File: src/rtl/mul_32b_pkg.sv
// Shared types for the 32x32 pipelined multiplier: the bundle of four
// 16x16 partial products carried between the two pipeline stages.
package mul_32b_pkg;

    localparam int unsigned PP_W = 32;

    typedef struct packed {
        logic [PP_W-1:0] hh;
        logic [PP_W-1:0] hl;
        logic [PP_W-1:0] lh;
        logic [PP_W-1:0] ll;
    } pp_t;

endpackage

File: src/rtl/mul_16x16.sv
// Combinational unsigned 16x16 -> 32 multiplier; one partial-product lane.
module mul_16x16
    import mul_32b_pkg::*;
(
    input  logic [15:0]     a_i,
    input  logic [15:0]     b_i,
    output logic [PP_W-1:0] p_o
);

    assign p_o = 32'(a_i) * 32'(b_i);

endmodule

File: src/rtl/mul_32b.sv
// Two-stage unsigned 32x32 -> 64 multiplier: partial products registered in
// stage 1, adder tree registered in stage 2. One product per cycle, no stalls.
module mul_32b
    import mul_32b_pkg::*;
#(
    localparam int unsigned OP_W   = 32,
    localparam int unsigned PROD_W = 64,
    localparam int unsigned HALF_W = 16
) (
    input  logic              clk,
    input  logic              rst_n,
    input  logic              in_valid,
    input  logic [OP_W-1:0]   in0,
    input  logic [OP_W-1:0]   in1,
    output logic [PROD_W-1:0] out0,
    output logic              out_valid
);

    localparam int unsigned MID_W = OP_W + 1;

    logic [HALF_W-1:0] a_h, a_l, b_h, b_l;
    logic [OP_W-1:0]   pp_ll, pp_lh, pp_hl, pp_hh;
    pp_t               pp_d, pp_p1_q;
    logic              vld_p1_q;
    logic [PROD_W-1:0] prod_d, prod_p2_q;
    logic              vld_p2_q;

    // Middle sum kept at 33 bits so the lh+hl carry is never dropped.
    function automatic logic [PROD_W-1:0] combine(input pp_t pp);
        logic [MID_W-1:0] mid;
        mid = {1'b0, pp.lh} + {1'b0, pp.hl};
        return {pp.hh, {OP_W{1'b0}}}
             + {{(PROD_W-MID_W-HALF_W){1'b0}}, mid, {HALF_W{1'b0}}}
             + {{(PROD_W-OP_W){1'b0}}, pp.ll};
    endfunction

    assign a_h = in0[OP_W-1:HALF_W];
    assign a_l = in0[HALF_W-1:0];
    assign b_h = in1[OP_W-1:HALF_W];
    assign b_l = in1[HALF_W-1:0];

    mul_16x16 u_ll (.a_i(a_l), .b_i(b_l), .p_o(pp_ll));
    mul_16x16 u_lh (.a_i(a_l), .b_i(b_h), .p_o(pp_lh));
    mul_16x16 u_hl (.a_i(a_h), .b_i(b_l), .p_o(pp_hl));
    mul_16x16 u_hh (.a_i(a_h), .b_i(b_h), .p_o(pp_hh));

    assign pp_d   = '{hh: pp_hh, hl: pp_hl, lh: pp_lh, ll: pp_ll};
    assign prod_d = combine(pp_p1_q);

    // Stage 1: partial products and valid tag
    always_ff @(posedge clk or negedge rst_n) begin
        if (!rst_n) begin
            pp_p1_q  <= '0;
            vld_p1_q <= 1'b0;
        end else begin
            pp_p1_q  <= pp_d;
            vld_p1_q <= in_valid;
        end
    end

    // Stage 2: summed 64-bit product and valid tag
    always_ff @(posedge clk or negedge rst_n) begin
        if (!rst_n) begin
            prod_p2_q <= '0;
            vld_p2_q  <= 1'b0;
        end else begin
            prod_p2_q <= prod_d;
            vld_p2_q  <= vld_p1_q;
        end
    end

    assign out0      = prod_p2_q;
    assign out_valid = vld_p2_q;

endmodule

File: config.mk
export PLATFORM = sky130hd
export DESIGN_NAME = mul_32b
export DESIGN_NICKNAME = d
export VERILOG_FILES = /design/src/rtl/mul_32b_pkg.sv /design/src/rtl/mul_16x16.sv /design/src/rtl/mul_32b.sv
export SDC_FILE = /design/constraint.sdc
export NUM_CORES = 2
export LEC_CHECK = 0
export CORE_ASPECT_RATIO = 0.75
export CORE_MARGIN = 8
export CORE_UTILIZATION = 30
export DETAILED_ROUTE_END_ITERATION = 12
export HOLD_SLACK_MARGIN = 0.1
export PLACE_DENSITY = 0.48
export SKIP_CTS_REPAIR_TIMING = 1
export SLEW_MARGIN = 0
export SYNTH_ARGS = -nofsm -noshare
export SYNTH_HDL_FRONTEND = slang
export SYNTH_SLANG_ARGS = --single-unit
File: constraint.sdc
create_clock -name clk -period 7.05 [get_ports clk]
set_clock_uncertainty 0.05 [all_clocks]
set_input_delay 1.41 -clock clk [delete_from_list [all_inputs] [get_ports clk]]
set_output_delay 1.41 -clock clk [all_outputs]
set_load 0.01 [all_outputs]
[After elaboration in Yosys (flattened, before gate mapping)]
Cells that the tools add are included.
Word-level totals
  register bits: 194
  input port bits: 67
  output and inout bits: 65
Cells by class
  add/subtract/negate cells: 3
  $mul: 4
Operators with widths (count)
  multiplier 16 x 16 -> 32 bit: 4
  adder 64 x 32 -> 64 bit: 1
  adder 64 x 49 -> 64 bit: 1
  adder 32 x 32 -> 33 bit: 1

[Longest topological paths before layout]
  word-level depth: 3
  depth in mapped cells: 24

[Cells and area by module]
From an unflattened synthesis, not the netlist that was laid out.
Second synthesis, totals
  cell total of the unflattened synthesis: 4714
  area, all modules: 43011.3 um2
By module, submodules not included
  mul_32b: times used 1, cells each 765, area an instance 8869.8 um2, sequential area each 4854.7 um2
  mul_16x16 (u_ll): times used 1, cells each 988, area an instance 8597.0 um2, sequential area each 0.0 um2
  mul_16x16 (u_hh): times used 1, cells each 994, area an instance 8575.7 um2, sequential area each 0.0 um2
  mul_16x16 (u_hl): times used 1, cells each 984, area an instance 8496.9 um2, sequential area each 0.0 um2
  mul_16x16 (u_lh): times used 1, cells each 983, area an instance 8471.9 um2, sequential area each 0.0 um2

[Least setup slack after synthesis]
Ideal clock, no wire load.
  path kind: in2reg
  from: in in0[12]
  to: reg pp_p1_q[63] (netlist bit)
  arrival: 6.908 ns
  data required time: 6.871 ns
  setup slack: -0.038 ns
  stages on the path: 20
  path buffers: 1
  cells stage by stage: clkbuf_1 > nand2_1 > fa_1 > fa_1 > fa_1 > inv_1 > fa_1 > fa_1 > inv_1 > fa_1 > inv_1 > ha_1 > or3_1 > o211ai_1 > a21oi_1 > o311ai_1 > o21ai_1 > o41a_1 > a211oi_1 > xnor2_1
Between the ends
  longest elaborated chain between the ends: 1
RTL lines
  start, declared: RTL line mul_32b.sv:13  | input logic [OP_W-1:0] in0,
  multiplier 16 x 16 -> 32 bit: RTL line mul_16x16.sv:10  | assign p_o = 32'(a_i) * 32'(b_i);
  named net pp_lh[31]: RTL line mul_32b.sv:22  | logic [OP_W-1:0] pp_ll, pp_lh, pp_hl, pp_hh;
  end signal, assigned: RTL line mul_32b.sv:56  | pp_p1_q <= pp_d;
  end, declared: RTL line mul_32b.sv:23  | pp_t pp_d, pp_p1_q;
The timed path passes the listed nets, and every way through them passes these cells.

[Worst setup path after layout]
  from: in in1[14]
  to: reg pp_p1_q[93] (netlist bit)
Between the ends
  longest elaborated chain between the ends: 1
RTL lines
  start, declared: RTL line mul_32b.sv:14  | input logic [OP_W-1:0] in1,
  multiplier 16 x 16 -> 32 bit: RTL line mul_16x16.sv:10
  named net pp_hl[29]: RTL line mul_32b.sv:22
The timed path passes the listed nets, and every way through them passes these cells.

==> metrics.md <==
| Metric | Value |
|---|---|
| CTS Buf Count | `17` |
| Syn Nets | `5901` |
| GR Util All Layers | `0.1710` |
| Distinct cells, synth | `68` |
| Critical Path RT | `7.43 ns` |
| Hold Crit Class | `register to register` |
| Yosys reg bits | `194` |
| # DRC | `0` |
| Syn-to-layout area delta | `23.36%` |
| Final TNS setup | `0 ns` |
| Clock Sinks | `194` |
| Crit share post-route | `0.9854` |
| Buffers on Ports | `between 100 and 150` |
| Clock Path Buffers | `2` |
| RSZ-0062 raised after global routing | `yes` |
| First-pass GRT wire length | `201300 um` |
| Seq/Total Area, Yosys | `0.1158` |
| Placed Area | `49470 um2` |
| Final min period | `6.947 ns` |
| Vias in the first global route | `32.97k` |
| Worst flop-to-flop path startpoint | `pp_p1_q[32]` |
| Hpwl dp | `around 110000 um` |
| HP Start | `pp_p1_q[8]` |
| Outcome | `completed` |
| Die Area | `152100 um2` |
| Worst Path Max Fanout | `13` |
| WL per Instance | `approximately 19 um` |
| Antenna viol nets, final | `0` |
| IO Pins | `about 130` |
| DRT Pass-1 Iters | `5` |
| Count leader, synth | `inv_1` |
| Post-synth EDFFs | `0` |
| GRT overflow | `0` |
| Syn Std Cell Area | `41930 um2` |
| Crit end category | `register` |
| Max Clk Rate | `0.1439 GHz` |
| Critical setup path kind | `primary input to register` |
| Max Slew Vio Count | `0` |
| Worst Setup EP | `pp_p1_q[93]` |
| DRT iter0 DRCs | `2112` |
| Grt met2 use | `0.2560` |
| Met1 Usage GRT | `0.2565` |
| R2R Setup Slk | `~0.8 ns` |
| Reg2Reg Depth | `18` |
| Ys async rst share | `1.000` |
| Max Cap Violations | `0` |
| Met3 Use GR | `0.03308` |
| Relative slew margins | `0.3783` |
| GRT busiest layer | `met1` |
| Antenna violations before repair | `10` |
| Post-synth top area share | `0.3715` |
| Final Net Count | `6422` |
| Slew at the pin closest to its max-slew limit | `0.9325 ns` |
| Num rows | `118` |
| Die Ht | `between 300 and 400 um` |
| Largest net degree at the start of global routing | `between 100 and 150` |
| Synth area leaders | `fa_1 37%, ha_1 14%, dfrtp_1 12%` |
| Avg Cell Area, Syn | `9.164 um2` |
| RePlAce Congestion | `~0.9` |
| Post-synth top cells | `916 x inv_1, 778 x fa_1, 637 x nand2_1` |
| Critical Path AT | `about 7.3 ns` |
| Initial core utilization | `0.3031` |
| Worst skew pair latency | `0.55 ns` |
| Final Hold Viols | `0` |
| Share of layout cells above drive strength 1 | `0.1478` |
| Final Cell Area | `51720 um2` |
| H-tree depth | `4` |
| CTS tree | `done` |
| Leading area contributor after synthesis | `fa_1` |
| Post-Syn Instances | `4575` |
| Clock slew at reported path FFs | `0.08 ns` |
| Vias post-DR | `31.96k` |
| Core Region | `138300 um2` |
| Final setup viols | `0` |
| Drt via density | `4.583` |
| Routed Wire Length | `132400 um` |
| YS warnings | `0` |
| Die width | `approximately 450 um` |
| CP startpoint kind | `primary input` |
| Worst r2r dst | `out0[61]` |
| Main flop type after synthesis | `dfrtp_1` |
| CP Launch Point | `in1[14]` |
| CTS Root Cell | `clkbuf_16` |
-- registers in the layout (all words and copies together), names as in the netlist --
register	cells
pp_p1_q	128
out0	64
out_valid	1
vld_p1_q	1
-- logic make-up after synthesis --
logic type	count (synthesis)	share of synthesized area
xor+xnor	178	0.03718
buf+inv	1123	0.1006
compound gates	466	0.07368
fa+ha+maj	1259	0.5150
flops	194	0.1158
mux	2	0.0004775
simple gates	1353	0.1573
-- final cells by class --
| class | instances | area [um2] |
|---|---|---|
| timing repair buffer | 709 | 6985 |
| antenna | 4 | 10.01 |
| clock inverter | 14 | 147.6 |
| fill | 14010 | 86620 |
| clock buffer | 18 | 439.2 |
| tap | 1860 | 2327 |
| multi-input combinational | 3258 | 33520 |
| sequential | 194 | 4855 |
| inverter | 916 | 3438 |
-- per-layer routing --
layer | up-vias | share of wire | wire [um]
met1 | 16150 | 0.48 | 63920
met2 | 710 | 0.43 | 57330
li1 | 15000 | - | -
met5 | - | 0.000098 | 13
met3 | 87 | 0.064 | 8427
met4 | 2 | 0.020 | 2667
-- how the worst min path moves through the flow --
| stage | endpoint | slack (ns) | cells after the start |
|---|---|---|---|
| final | out0[8] | 0.29 | 0 |
| after global routing | out0[8] | 0.29 | 0 |
| after CTS | out0[8] | 0.30 | 0 |
| after detailed placement | out0[2] | 0.29 | 0 |
| after global placement | out_valid | 0.28 | 0 |
| after floorplan | out0[0] | 0.28 | 0 |
-- cells in the final DEF (no fill, tap or decap), types with 43 or more instances in the layout --
cell	count
o21ai_0	50
a21oi_1	124
xnor2_1	121
nand2_1	630
clkdlybuf4s50_1	74
buf_4	455
xor2_1	56
buf_12	72
a21o_1	83
dlymetal6s2s_1	43
and2_1	469
fa_1	761
dfrtp_1	194
ha_1	467
nor2_1	92
inv_1	906
-- worst max-delay path, stage by stage --
cell             delay (ns)
clkdlybuf4s50_1        0.62
buf_4                  0.33
and2_1                 0.20
fa_1                   0.45
fa_1                   0.46
fa_1                   0.51
fa_1                   0.43
fa_1                   0.49
inv_1                  0.05
fa_1                   0.47
inv_1                  0.04
ha_1                   0.31
a21o_1                 0.22
a21oi_4                0.17
o31ai_2                0.08
a41oi_2                0.19
buf_6                  0.16
a311oi_4               0.10
o21a_1                 0.22
a31o_2                 0.25
xor2_1                 0.14
-- through the flow --
stage,setup slack [ns],hold slack (ns),utilization,instances
after floorplan,-0.002276,0.2812,-,4575
after global placement,-1.186,0.2824,0.3576,6882
after detailed placement,-1.262,0.2871,0.3576,6882
after CTS,-0.7447,0.2983,0.3618,6914
after global routing,-0.03531,0.2916,0.3738,6970
final,0.1027,0.2923,0.3738,6973
Power is not shown: default switching activity piles up to over one toggle a cycle in this logic, so the estimate is an artifact.
